**src/rtl/ram_arb_pkg.sv**
```systemverilog
// Shared definitions for the two-port RAM arbiter.
//   DEF_ADDR_W / DEF_DATA_W : default RAM address and data widths
//   HSTALL_W                : width of the saturating hazard-stall counter
//   req_idx_t               : index of one of the two requesters
package ram_arb_pkg;

  localparam int unsigned DEF_ADDR_W = 5;
  localparam int unsigned DEF_DATA_W = 32;
  localparam int unsigned HSTALL_W   = 16;

  typedef logic req_idx_t;

endpackage

```
**src/rtl/rr_arb2.sv**
```systemverilog
// Two-way round-robin arbiter with a registered priority pointer.
//   clk, rst : clock, asynchronous active-low reset
//   req      : request vector, bit i from requester i
//   enable   : when low no grant is issued and the pointer holds
//   gnt      : one-hot (or zero) combinational grant; forced to 0 during reset
//   ptr      : current priority pointer, the winner when both request
module rr_arb2
  import ram_arb_pkg::*;
(
  input  logic       clk,
  input  logic       rst,
  input  logic [1:0] req,
  input  logic       enable,
  output logic [1:0] gnt,
  output req_idx_t   ptr
);

  req_idx_t ptr_q, ptr_d;

  always_comb begin
    gnt = 2'b00;
    if (rst && enable) begin
      unique case (req)
        2'b01:   gnt = 2'b01;
        2'b10:   gnt = 2'b10;
        2'b11:   gnt = (ptr_q == 1'b1) ? 2'b10 : 2'b01;
        default: gnt = 2'b00;
      endcase
    end
  end

  // After a grant the loser gets priority; with no grant the pointer holds.
  always_comb begin
    ptr_d = ptr_q;
    if (gnt[0]) begin
      ptr_d = 1'b1;
    end else if (gnt[1]) begin
      ptr_d = 1'b0;
    end
  end

  always_ff @(posedge clk or negedge rst) begin
    if (!rst) begin
      ptr_q <= 1'b0;
    end else begin
      ptr_q <= ptr_d;
    end
  end

  assign ptr = ptr_q;

endmodule

```
**src/rtl/ram_port_arbiter.sv**
```systemverilog
// Shares one RAM (registered read port, write port with a one-cycle write-delay stage)
// between two requesters. Read and write ports are arbitrated independently, each by
// its own round-robin arbiter. A read to the address written in the previous cycle is
// stalled, since the RAM commits that write on the same edge the read samples.
//   clk, rst                       : clock, asynchronous active-low reset
//   rd_req_*, rd_addr_*            : read requests and addresses
//   rd_gnt_*                       : combinational read grants
//   rd_valid_*, rd_data            : read response, one cycle after the grant
//   wr_req_*, wr_addr_*, wr_data_* : write requests, addresses and data
//   wr_gnt_*                       : combinational write grants
//   raddr_0, ren_0, rdata_0        : RAM read port
//   waddr_0, wdata_0, wen_0        : RAM write port (before the RAM's delay stage)
//   hazard_stalls                  : saturating count of hazard-stalled read cycles
module ram_port_arbiter
  import ram_arb_pkg::*;
#(
  parameter int unsigned ADDR_W = DEF_ADDR_W,
  parameter int unsigned DATA_W = DEF_DATA_W
) (
  input  logic                clk,
  input  logic                rst,
  input  logic                rd_req_0,
  input  logic                rd_req_1,
  input  logic [ADDR_W-1:0]   rd_addr_0,
  input  logic [ADDR_W-1:0]   rd_addr_1,
  output logic                rd_gnt_0,
  output logic                rd_gnt_1,
  output logic                rd_valid_0,
  output logic                rd_valid_1,
  output logic [DATA_W-1:0]   rd_data,
  input  logic                wr_req_0,
  input  logic                wr_req_1,
  input  logic [ADDR_W-1:0]   wr_addr_0,
  input  logic [ADDR_W-1:0]   wr_addr_1,
  input  logic [DATA_W-1:0]   wr_data_0,
  input  logic [DATA_W-1:0]   wr_data_1,
  output logic                wr_gnt_0,
  output logic                wr_gnt_1,
  output logic [ADDR_W-1:0]   raddr_0,
  output logic                ren_0,
  input  logic [DATA_W-1:0]   rdata_0,
  output logic [ADDR_W-1:0]   waddr_0,
  output logic [DATA_W-1:0]   wdata_0,
  output logic                wen_0,
  output logic [HSTALL_W-1:0] hazard_stalls
);

  logic [1:0]          rd_gnt, wr_gnt;
  req_idx_t            rd_ptr;
  req_idx_t            wr_ptr_unused;
  req_idx_t            rd_cand;
  logic [ADDR_W-1:0]   rd_cand_addr;
  logic                hazard;

  logic                wp_valid_q;
  logic [ADDR_W-1:0]   wp_addr_q;
  logic                rd_valid_0_q, rd_valid_1_q;
  logic [HSTALL_W-1:0] stalls_q, stalls_d;

  // Would-be read winner, evaluated as if the arbiter were enabled.
  always_comb begin
    if (rd_req_0 && rd_req_1) begin
      rd_cand = rd_ptr;
    end else begin
      rd_cand = rd_req_1;
    end
    rd_cand_addr = (rd_cand == 1'b1) ? rd_addr_1 : rd_addr_0;
  end

  // Only the would-be winner is checked; the other requester is not tried instead.
  assign hazard = (rd_req_0 || rd_req_1) && wp_valid_q && (rd_cand_addr == wp_addr_q);

  rr_arb2 u_rd_arb (
    .clk    (clk),
    .rst    (rst),
    .req    ({rd_req_1, rd_req_0}),
    .enable (!hazard),
    .gnt    (rd_gnt),
    .ptr    (rd_ptr)
  );

  rr_arb2 u_wr_arb (
    .clk    (clk),
    .rst    (rst),
    .req    ({wr_req_1, wr_req_0}),
    .enable (1'b1),
    .gnt    (wr_gnt),
    .ptr    (wr_ptr_unused)
  );

  assign rd_gnt_0 = rd_gnt[0];
  assign rd_gnt_1 = rd_gnt[1];
  assign wr_gnt_0 = wr_gnt[0];
  assign wr_gnt_1 = wr_gnt[1];

  // RAM port muxes; idle ports are driven to zero.
  always_comb begin
    raddr_0 = '0;
    waddr_0 = '0;
    wdata_0 = '0;
    if (rd_gnt[1]) begin
      raddr_0 = rd_addr_1;
    end else if (rd_gnt[0]) begin
      raddr_0 = rd_addr_0;
    end
    if (wr_gnt[1]) begin
      waddr_0 = wr_addr_1;
      wdata_0 = wr_data_1;
    end else if (wr_gnt[0]) begin
      waddr_0 = wr_addr_0;
      wdata_0 = wr_data_0;
    end
  end

  assign ren_0 = |rd_gnt;
  assign wen_0 = |wr_gnt;

  always_comb begin
    stalls_d = stalls_q;
    if (hazard && (stalls_q != {HSTALL_W{1'b1}})) begin
      stalls_d = stalls_q + 1'b1;
    end
  end

  always_ff @(posedge clk or negedge rst) begin
    if (!rst) begin
      wp_valid_q   <= 1'b0;
      wp_addr_q    <= '0;
      rd_valid_0_q <= 1'b0;
      rd_valid_1_q <= 1'b0;
      stalls_q     <= '0;
    end else begin
      wp_valid_q   <= wen_0;
      wp_addr_q    <= waddr_0;
      rd_valid_0_q <= rd_gnt[0];
      rd_valid_1_q <= rd_gnt[1];
      stalls_q     <= stalls_d;
    end
  end

  assign rd_valid_0    = rd_valid_0_q;
  assign rd_valid_1    = rd_valid_1_q;
  assign rd_data       = rdata_0;
  assign hazard_stalls = stalls_q;

endmodule

```
**config.mk**
```make
export PLATFORM = sky130hd
export DESIGN_NAME = ram_port_arbiter
export DESIGN_NICKNAME = d
export VERILOG_FILES = /design/src/rtl/ram_arb_pkg.sv /design/src/rtl/rr_arb2.sv /design/src/rtl/ram_port_arbiter.sv
export SDC_FILE = /design/constraint.sdc
export NUM_CORES = 1
export LEC_CHECK = 0
export BUFFER_PORTS_ARGS = -buffer_cell sky130_fd_sc_hd__buf_2
export CAP_MARGIN = 20
export CORE_AREA = 3 3 85 87
export CTS_CLUSTER_SIZE = 25
export DETAILED_ROUTE_END_ITERATION = 8
export DIE_AREA = 0 0 88 90
export PLACE_DENSITY = 0.73
export SLEW_MARGIN = 10
export SYNTH_ARGS = -nofsm -noshare
export SYNTH_HDL_FRONTEND = slang
export SYNTH_SLANG_ARGS = --single-unit
export TNS_END_PERCENT = 20
```
**constraint.sdc**
```tcl
create_clock -name clk -period 3.49 [get_ports clk]
set_clock_uncertainty 0.05 [all_clocks]
set_input_delay 0.698 -clock clk [delete_from_list [all_inputs] [get_ports clk]]
set_output_delay 0.698 -clock clk [all_outputs]
set_load 0.03 [all_outputs]
```
After elaboration in Yosys (flattened, before gate mapping)
Cells that the tools add are included.

cells by class
  reduce and logical (&&, ||, !) cells = 11
  add/sub/neg operators = 1
  multiplexer cells = 18
  equality and inequality tests = 8

operator list
  kind                                           number
  two-way mux 32 bit                             2
  two-way mux 5 bit                              5
  adder 16 x 1 -> 16 bit, second input constant  1
  != test 16 bit, second input constant          1
  one-hot mux 2 bit (3 select lines)             2
  == test 2 bit, second input constant           4
  two-way mux 2 bit                              4
  == test 5 bit                                  1
  logical AND 1 bit                              5
  two-way mux 1 bit                              5
  == test 2 x 1 -> 1 bit, second input constant  2
  nonzero test 2 bit                             2
  OR reduction 2 bit                             2
  zero test 1 bit                                1
  logical OR 1 bit                               1

word-level totals
  word-level logic and storage cells = 45
  output and inout bits = 98
  bits in registers = 26
  input bits = 122

Depth between registers and ports, before layout
Gate-level depths: netlist of run 1.

  depth in word-level cells = 10
  depth in mapped cells = 9
  depth with buffers taken out = 7

Cells and area by module
From an unflattened synthesis of run 1, not the netlist that was laid out.

unflattened totals
  cell total of the unflattened synthesis = 227
  area total of the unflattened synthesis = 2105.8 µm²

modules (own cells, without submodules)
  module            seq. area each (µm²)  area each (µm²)  cells each  times used
  ram_port_arbiter  600.6                 1958.1           209         1
  rr_arb2           25.0                  73.8             9           2

Worst setup path after synthesis of run 1
No wires, ideal clock.

  path type = input to output
  start = input rd_req_1
  end = output rd_gnt_1
  data required time = 2.742 ns
  arrival time = 2.575 ns
  cell stages on the path = 9
  setup slack = 0.167 ns
  path buffers = 3
  cells stage by stage = buf_2 > clkbuf_1 > nand2_1 > o31ai_1 > a21oi_1 > o211ai_1 > clkbuf_1 > o21ai_0 > nor2_1

between the ends
  cells in the longest elaborated chain, start to end = 8
  elaborated cells between the ends (all ways) = 14
  classes of those cells = eq/ne (4); mux (4); reduce/logical (6)

ends and longest elaborated chain
  what                 line                    RTL
  start, declared      ram_port_arbiter.sv:23  input logic rd_req_1,
  logical AND 1 bit    ram_port_arbiter.sv:62  if (rd_req_0 && rd_req_1) begin
  two-way mux 1 bit    ram_port_arbiter.sv:62
  two-way mux 5 bit    ram_port_arbiter.sv:67  rd_cand_addr = (rd_cand == 1'b1) ? rd_addr_1 : rd_addr_0;
  == test 5 bit        ram_port_arbiter.sv:71  assign hazard = (rd_req_0 || rd_req_1) && wp_valid_q && (rd_cand_addr == wp_addr_q);
  logical AND 1 bit    ram_port_arbiter.sv:71
  zero test 1 bit      ram_port_arbiter.sv:77  .enable (!hazard),
  logical AND 1 bit    rr_arb2.sv:22           if (rst && enable) begin
  two-way mux 2 bit *  rr_arb2.sv:22
  end, declared        ram_port_arbiter.sv:27  output logic rd_gnt_1,

Mark *: on every way between the ends. The rest lies on a longest branch, timed or not.

Worst setup path in the final report of run 1
  start = input rd_req_1
  end = output rd_gnt_0

between the ends
  cells in the longest elaborated chain, start to end = 8
  elaborated cells between the ends (all ways) = 14
  classes of those cells = eq/ne (4); mux (4); reduce/logical (6)

ends and longest elaborated chain
  what                 line                    RTL
  logical AND 1 bit    ram_port_arbiter.sv:62
  two-way mux 1 bit    ram_port_arbiter.sv:62
  two-way mux 5 bit    ram_port_arbiter.sv:67
  == test 5 bit        ram_port_arbiter.sv:71
  logical AND 1 bit    ram_port_arbiter.sv:71
  zero test 1 bit      ram_port_arbiter.sv:77
  logical AND 1 bit    rr_arb2.sv:22
  two-way mux 2 bit *  rr_arb2.sv:22
  end, declared        ram_port_arbiter.sv:26  output logic rd_gnt_0,

Marked as above.

==> results of run 1 <==
-- logic make-up (layout without fill, tap and decap cells) --
family	count (synthesis)	in the layout	synth area share
and+or+nand+nor	74	74	0.201
AOI/OAI and AO/OA	60	60	0.231
buffers and inverters	51	172	0.162
DFF	26	26	0.320
xor gates and xnor gates	16	16	0.0689
muxes	2	2	0.0111
adders and majority gates	1	1	0.00615
other	0	1	0
-- layout make-up --
cell class                 count  area, um^2
timing repair buffer         164         843
clock buffer                   3        41.3
antenna                        1        2.50
fill                         660        3670
sequential                    26         651
multi-input combinational    153        1080
inverter                       4        15.0
clock inverter                 1        30.0
tap                           77        96.3
-- layout by cell type (no fill, tap or decap), types with 4 or more instances in the layout --
cell type / instances
nor3_1: 5
buf_2: 155
dfrtp_1: 26
xor2_1: 13
nand3_1: 17
nor2_1: 5
nand2_1: 16
inv_1: 4
nand4_1: 4
a21oi_1: 7
nor4_1: 11
buf_4: 9
a22o_1: 37
o21ai_0: 4
-- registers in the layout (all words and copies together), names as in the netlist --
name / flops
u_rd_arb.ptr: 1
wp_addr_q: 5
u_wr_arb.ptr: 1
wp_valid_q: 1
rd_valid_1: 1
rd_valid_0: 1
hazard_stalls: 16
-- per-stage QoR --
| step | total power, mW | cells | hold slack, ns | util | area [um^2] |
|---|---|---|---|---|---|
| 6_report | 0.974 | 429 | 0.418 | 0.429 | 2760 |
| 5_1_grt | 1.02 | 429 | 0.452 | 0.429 | 2760 |
| 4_1_cts | 0.983 | 428 | 0.423 | 0.429 | 2750 |
| 3_5_place_dp | 0.730 | 424 | 0.429 | 0.417 | 2680 |
| 3_3_place_gp | 0.727 | 424 | 0.424 | 0.417 | 2680 |
| 2_1_floorplan | 0.647 | 230 | 0.352 | - | 2030 |
-- worst reg2reg max path, stage by stage (launching register included) --
cell and delay, ns:
dfrtp_1 0.41, nand2b_1 0.20, and3_4 0.20, or3_1 0.35, a211o_1 0.34, buf_4 0.21, nor3_1 0.34, mux2_2 0.37
-- power breakdown --
| group | switching [mW] | total (mW) | internal [mW] |
|---|---|---|---|
| combinational | 0.242 | 0.380 | 0.138 |
| clock | 0.0973 | 0.251 | 0.153 |
| sequential | 0.0216 | 0.344 | 0.322 |
-- final timing paths --
path | depth (start not counted) | endpoint | slack (ns) | from
max in group asynchronous | 2 | rd_valid_0 | 2.70 | rst
min reg2reg | 1 | hazard_stalls[6] | 0.44 | hazard_stalls[6]
max reg2reg | 7 | hazard_stalls[1] | 0.92 | u_rd_arb.ptr
max | 8 | rd_gnt_0 | 0.27 | rd_req_1
min | 2 | hazard_stalls[15] | 0.42 | rst
min in group clk | 1 | hazard_stalls[6] | 0.44 | hazard_stalls[6]
-- metal layers --
metal / GRT usage / part of all wire / vias to the layer above
met4: 0.0703 / 0.028 / 0
met1: 0.230 / 0.38 / 1031
met5: 0 / 0 / -
li1: - / - / 1064
met3: 0.0841 / 0.11 / 26
met2: 0.323 / 0.48 / 111
==> impl_metrics.toml, run 1 <==
[run_status]
status = "finished, final reports clean"

[grt]
grt_use_total = 0.199
grt_max_degree = 31
grt_pass1_vias = 2115
antenna_found_initial = 1
grt_pass1_wl_um = 11900
overflow = 0

[critical_path]
cp-end-kind = "output pin"
path_cells = "buf_2 -> a21boi_0 -> or3_1 -> a211o_1 -> o221ai_1 -> buf_4 -> a21oi_1 -> buf_2"
max_stage_delay_ns = 0.34
critical_path.most_common_cell = "buf_2"
critical_path_class = "in2out"
critPathRequiredTime_ns = 2.74
worstPathArrival_ns = 2.48
cp_slowest_cell = "or3_1"
worstPathBufferInverterCount = 3
cpLargestDelayFamily = "compound AO/OA/AOI/OAI gates"
critPathMaxFanout = 17
crit_path_start_kind = "primary input"

[clocking]
cts_resized = 0
cts-root-buf = "clkbuf_8"
ctsHoldBuffers = 0
clock_sinks = 26
postCtsSetupBuffers = 0
cts_buffer_depth = 2
cts_buffers = 3
clk_pin_slew_worst_paths_ns = 0.10
clk-insertion-delay-late_ns = 0.27
cts_tree = "yes"
htree_num_levels = 1

[routing]
avgRoutedWirePerCell_um = 19.6
dr.first_iter.drc_count = 109
firstDrtPassIters = 5
vias = 2232
vias_per_cell = 5.20
postRouteAntennaNets = 0
wl_um = 8390
drcViolationCount = 0

[timing]
rsz0062_at_grt = "false"
hold_viol_final = 0
fin_crit_sh = 0.924
slew_viol_final = 0
fmax_mhz = 310
worst_slew_pin_slew_ns = 0.582
fin_setup_tns_ns = 0
finalCriticalPeriod_ns = 3.22
max_slew_margin = 0.610
setup_viol = 0
worst_slack_ns = 0.266

[die]
row_count = 29
die-width_um = 88
start_util = 0.317
design.die.area_um2 = 7920
core_area_um2 = 6420
die_y_um = 90
ioPinCount = 220

[place]
gp_congestion = 0.828
hpwlAfterDp_um = 7020
post-place-ws_ns = 0.280
io_buffers = 155

[synthesis]
synthTopCellsByArea = "dfrtp_1 32%, a22o_1 16%, buf_4 12%"
ys_seq_elements = 26
synth_cells = 230
syn_area_per_cell_um2 = 8.84
yosys_warnings = 0
yosysMostFrequentCell = "a22o_1"
yosys.area.top_type = "dfrtp_1"
synth_top_cell_area_share = 0.320
ys.flop_type = "dfrtp_1"
syn-num-nets = 353
syn_area_um2 = 2030
synthArstFlopShare = 1.00
yosys-top-cells-count = "37 x a22o_1, 32 x buf_4, 26 x dfrtp_1"
seq_area_frac_synth = 0.320
yosysUniqueCellTypes = 42
synth_edf_count = 0

[layout]
area_growth_pct = 35.5
layout-drive-gt1-share = 0.499
fin_nets = 475

[power]
power_density_nw_per_um2 = 354
p_leak_nw = 1.55
ir_drop_mv = 0.128

[run]
maxCapViolCount = 0

[worst_hold_path]
hold_path.class = "in2async"
(Power assumes the default switching activity.)
==> run 2, diff against run 1 <==
--- a/config.mk
+++ b/config.mk
@@ -7,11 +7,13 @@
 export LEC_CHECK = 0
 export BUFFER_PORTS_ARGS = -buffer_cell sky130_fd_sc_hd__buf_2
 export CAP_MARGIN = 20
-export CORE_AREA = 3 3 85 87
+export CELL_PAD_IN_SITES_DETAIL_PLACEMENT = 1
+export CELL_PAD_IN_SITES_GLOBAL_PLACEMENT = 1
+export CORE_MARGIN = 3
+export CORE_UTILIZATION = 22
 export CTS_CLUSTER_SIZE = 25
 export DETAILED_ROUTE_END_ITERATION = 8
-export DIE_AREA = 0 0 88 90
-export PLACE_DENSITY = 0.73
+export PLACE_DENSITY_LB_ADDON = 0.1
 export SLEW_MARGIN = 10
 export SYNTH_ARGS = -nofsm -noshare
 export SYNTH_HDL_FRONTEND = slang
==> run 2 against run 1 <==
Against the previous run: total power hardly changed; count of clock-buffer cells in the layout is the same; first-iteration DRC count down 58%; via count down 1.1%; sequential power about the same; worst setup slack improved by 0.051 ns; routed wire length fell by 5.4%; critical endpoint unchanged; largest cell class unchanged.
==> impl_metrics.toml, run 2 (same netlist as run 1, synthesis figures left out) <==
[run_status]
status = "finished, final reports clean"

[layout]
fin_nets = 473
layout-drive-gt1-share = 0.496
final_cell_mix = "155 x buf_2, 37 x a22o_1, 26 x dfrtp_1"
area_growth_pct = 36.2
diodes = 0
largest_register_ffs = 16
final_area_um2 = 2770
final_common_cell = "buf_2"

[grt]
grt_pass1_wl_um = 12100
grt_pass1_vias = 2288
grt_max_degree = 39
overflow = 0
antenna_found_initial = 0
grt_use_total = 0.149

[clocking]
ctsHoldBuffers = 0
postCtsSetupBuffers = 0
cts-root-buf = "clkbuf_8"
cts_resized = 0
clk_pin_slew_worst_paths_ns = 0.10
cts_buffers = 3
cts_tree = "yes"
htree_num_levels = 1
clk-insertion-delay-late_ns = 0.28
clock_sinks = 26
cts_buffer_depth = 2

[timing]
hold_viol_final = 0
max_slew_margin = 0.542
finalCriticalPeriod_ns = 3.17
worst_slew_pin_slew_ns = 0.683
fin_crit_sh = 0.909
fmax_mhz = 315
slew_viol_final = 0
worst_slack_ns = 0.318
rsz0062_at_grt = "false"
setup_viol = 0
fin_setup_tns_ns = 0

[die]
die-width_um = 102
start_util = 0.230
row_count = 34
core_area_um2 = 8850
ioPinCount = 220
design.die.area_um2 = 10400
die_y_um = 102

[place]
placed_cell_area_um2 = 2700
post-place-ws_ns = 0.303
io_buffers = 155
gp_congestion = 0.721
hpwlAfterDp_um = 6450

[routing]
firstDrtPassIters = 3
avgRoutedWirePerCell_um = 17.4
vias = 2208
drcViolationCount = 0
dr.first_iter.drc_count = 46
vias_per_cell = 4.83
postRouteAntennaNets = 0
wl_um = 7940

[critical_path]
cp-end-kind = "output pin"
critPathRequiredTime_ns = 2.74
critPathMaxFanout = 17
startpoint = "rd_req_1"
worstPathArrival_ns = 2.42
crit_path_start_kind = "primary input"
r2r-start = "u_rd_arb.ptr"
critical_path_class = "in2out"

[worst_hold_path]
hold_path.class = "in2async"

[power]
power_density_nw_per_um2 = 352
ir_drop_mv = 0.118
fin_total_pwr_mw = 0.974
p_leak_nw = 1.54

[run]
maxCapViolCount = 0
==> run 2: changes by cell type in the layout (fill, tap and decap cells not counted), sizes merged <==
| cell | previous run | this run |
|---|---|---|
| buf | 164 | 162 |
| diode | 1 | 0 |
==> run 2: worst max-delay path, cell delays in order <==
cell and delay [ns]:
buf_2 0.26, inv_1 0.13, nor4_1 0.32, nor4_1 0.09
a211o_1 0.32, o221ai_1 0.17, buf_4 0.18, a21oi_1 0.05
buf_2 0.20
==> run 2: layout make-up <==
cell class / count / area, um^2
clock buffers: 3 / 41.3
multi-input cells: 153 / 1070
clock inverters: 1 / 30.0
repair buffers: 162 / 828
fillers: 1110 / 6080
flip-flops and latches: 26 / 651
well taps: 108 / 135
inverters: 4 / 15.0
==> run 2: metrics by stage <==
stage	hold slack, ns	cells	utilization
detailed placement	0.452	453	0.305
floorplan	0.352	230	-
global placement	0.444	453	0.305
finish	0.238	457	0.313
CTS	0.240	457	0.313
global route	0.247	457	0.313
==> run 2: metal layers <==
metal	vias to the layer above	part of all wire	global-route usage
met1	1045	0.40	0.179
met4	0	0.016	0.0494
met5	-	0	0
met3	19	0.080	0.0457
li1	1063	-	-
met2	81	0.50	0.251
==> run 2: report_power, final <==
| part | switching [mW] | total, mW | internal, mW |
|---|---|---|---|
| clock | 0.106 | 0.259 | 0.154 |
| sequential | 0.0214 | 0.343 | 0.322 |
| combinational | 0.236 | 0.372 | 0.135 |
| total | 0.364 | 0.974 | 0.611 |
==> run 2: worst paths after layout <==
| check | endpoint | slack (ns) | depth (start not counted) |
|---|---|---|---|
| worst max-delay path | rd_gnt_0 | 0.32 | 9 |
| worst min-delay path | hazard_stalls[6] | 0.24 | 1 |
| worst max register to register | hazard_stalls[1] | 0.96 | 7 |
| worst min register to register | hazard_stalls[8] | 0.46 | 1 |
| max in group asynchronous | rd_valid_0 | 2.57 | 2 |
| min in group clk | hazard_stalls[8] | 0.46 | 1 |
==> run 3, diff against run 2 <==
--- a/config.mk
+++ b/config.mk
@@ -7,7 +7,7 @@
 export LEC_CHECK = 0
 export BUFFER_PORTS_ARGS = -buffer_cell sky130_fd_sc_hd__buf_2
 export CAP_MARGIN = 20
-export CELL_PAD_IN_SITES_DETAIL_PLACEMENT = 1
+export CELL_PAD_IN_SITES_DETAIL_PLACEMENT = 0
 export CELL_PAD_IN_SITES_GLOBAL_PLACEMENT = 1
 export CORE_MARGIN = 3
 export CORE_UTILIZATION = 22
==> run 3 against run 2 <==
Against the previous run: via count decreased by 2.2%; utilization unchanged; global-route usage decreased by 0.85 points; sequential share of layout area is the same; register-to-register slack better by 0.02 ns; total power decreased by 0.57%; final area did not move; critical path type unchanged; critical endpoint unchanged; highest routed layer unchanged.
==> impl_metrics.toml, run 3 (same netlist as run 1, synthesis figures left out) <==
[run_status]
status = "finished, final reports clean"

[grt]
grt_pass1_vias = 2162
grt_use_total = 0.140
overflow = 0
grt_pass1_wl_um = 11400
grt_max_degree = 39
antenna_found_initial = 0

[timing]
rsz0062_at_grt = "false"
fmax_mhz = 319
finalCriticalPeriod_ns = 3.14
worst_slew_pin_slew_ns = 0.655
fin_setup_tns_ns = 0
fin_crit_sh = 0.899
hold_viol_final = 0
setup_viol = 0
max_slew_margin = 0.561
slew_viol_final = 0

[clocking]
clock_sinks = 26
clk_pin_slew_worst_paths_ns = 0.10
cts_resized = 0
clk-insertion-delay-late_ns = 0.27
postCtsSetupBuffers = 0
cts_buffers = 3
ctsHoldBuffers = 0
cts_buffer_depth = 2
cts_tree = "yes"
htree_num_levels = 1
cts-root-buf = "clkbuf_8"

[layout]
final_common_cell = "buf_2"
instances_no_fill = 457
area_growth_pct = 36.2
final_cell_mix = "155 x buf_2, 37 x a22o_1, 26 x dfrtp_1"
layout-drive-gt1-share = 0.496
largest_register_ffs = 16
fin_nets = 473
diodes = 0
fin_util = 0.313
fillCellCount = 1006

[critical_path]
worstPathArrival_ns = 2.39
critPathMaxFanout = 17
crit_path_start_kind = "primary input"
cp-end-kind = "output pin"
critPathRequiredTime_ns = 2.74
critical_path_class = "in2out"
rr_worst_depth = 7
regToRegSetupSlack_ns = 0.98

[routing]
dr.first_iter.drc_count = 82
highest_layer = "met4"
drcViolationCount = 0
wl_met1_um = 3010
firstDrtPassIters = 4
avgRoutedWirePerCell_um = 16.6
vias_per_cell = 4.72
route.met3.wl_um = 639
wl_um = 7570
wl_met2_um = 3820
postRouteAntennaNets = 0
vias = 2159

[die]
row_count = 34
die-width_um = 102
die_y_um = 102
core_area_um2 = 8850
design.die.area_um2 = 10400
ioPinCount = 220
start_util = 0.230

[power]
ir_drop_mv = 0.194
p_leak_nw = 1.54
power_density_nw_per_um2 = 350

[place]
io_buffers = 155
gp_congestion = 0.721
placed_cells = 453
hpwlAfterDp_um = 6230

[run]
maxCapViolCount = 0

[worst_hold_path]
hold_path.class = "in2async"
[run 3: cell counts in the layout (fill, tap and decap cells not counted)]
No cell type changed its count.
[run 3: report_power, final]
group,internal (mW),total (mW),leakage (nW),switching [mW]
logic,0.135,0.369,1.16,0.234
clock network,0.154,0.256,0.0357,0.103
registers,0.322,0.343,0.345,0.0215
total,0.611,0.969,1.54,0.358
[run 3: layout make-up]
cell class	instances	area, um^2	share of cell area
multi-input combinational	153	1070	0.386
timing repair buffer	162	828	0.299
sequential	26	651	0.235
tap	108	135	0.0488
clock buffer	3	41.3	0.0149
clock inverter	1	30.0	0.0108
inverter	4	15.0	0.00542
[run 3: worst paths after layout]
kind | from | end
min in group clk | hazard_stalls[6] | hazard_stalls[6]
max in group asynchronous | rst | wp_addr_q[2]
hold / removal | rst | hazard_stalls[15]
setup / recovery | rd_req_1 | rd_gnt_0
setup reg to reg | u_rd_arb.ptr | hazard_stalls[1]
hold reg to reg | hazard_stalls[6] | hazard_stalls[6]
[run 3: routing by layer]
metal  vias to the layer above  track usage
li1                       1067            -
met1                      1000        0.173
met5                         -            0
met4                         0       0.0434
met2                        76        0.234
met3                        16       0.0430
[run 3: through the flow]
step	cell area [um^2]	power [mW]	hold slack [ns]	setup WS [ns]
2_1_floorplan	2030	0.647	0.352	0.167
6_report	2770	0.969	0.249	0.353
3_3_place_gp	2700	0.726	0.444	0.347
4_1_cts	2770	0.989	0.241	0.322
5_1_grt	2770	1.04	0.249	0.127
3_5_place_dp	2700	0.725	0.450	0.320
[run 3: worst max-delay path: stages]
cell and delay, ns:
buf_2 0.25, a21boi_0 0.18, or3_1 0.33, a211o_1 0.33, o221ai_1 0.17, buf_4 0.18, a21oi_1 0.05, buf_2 0.20
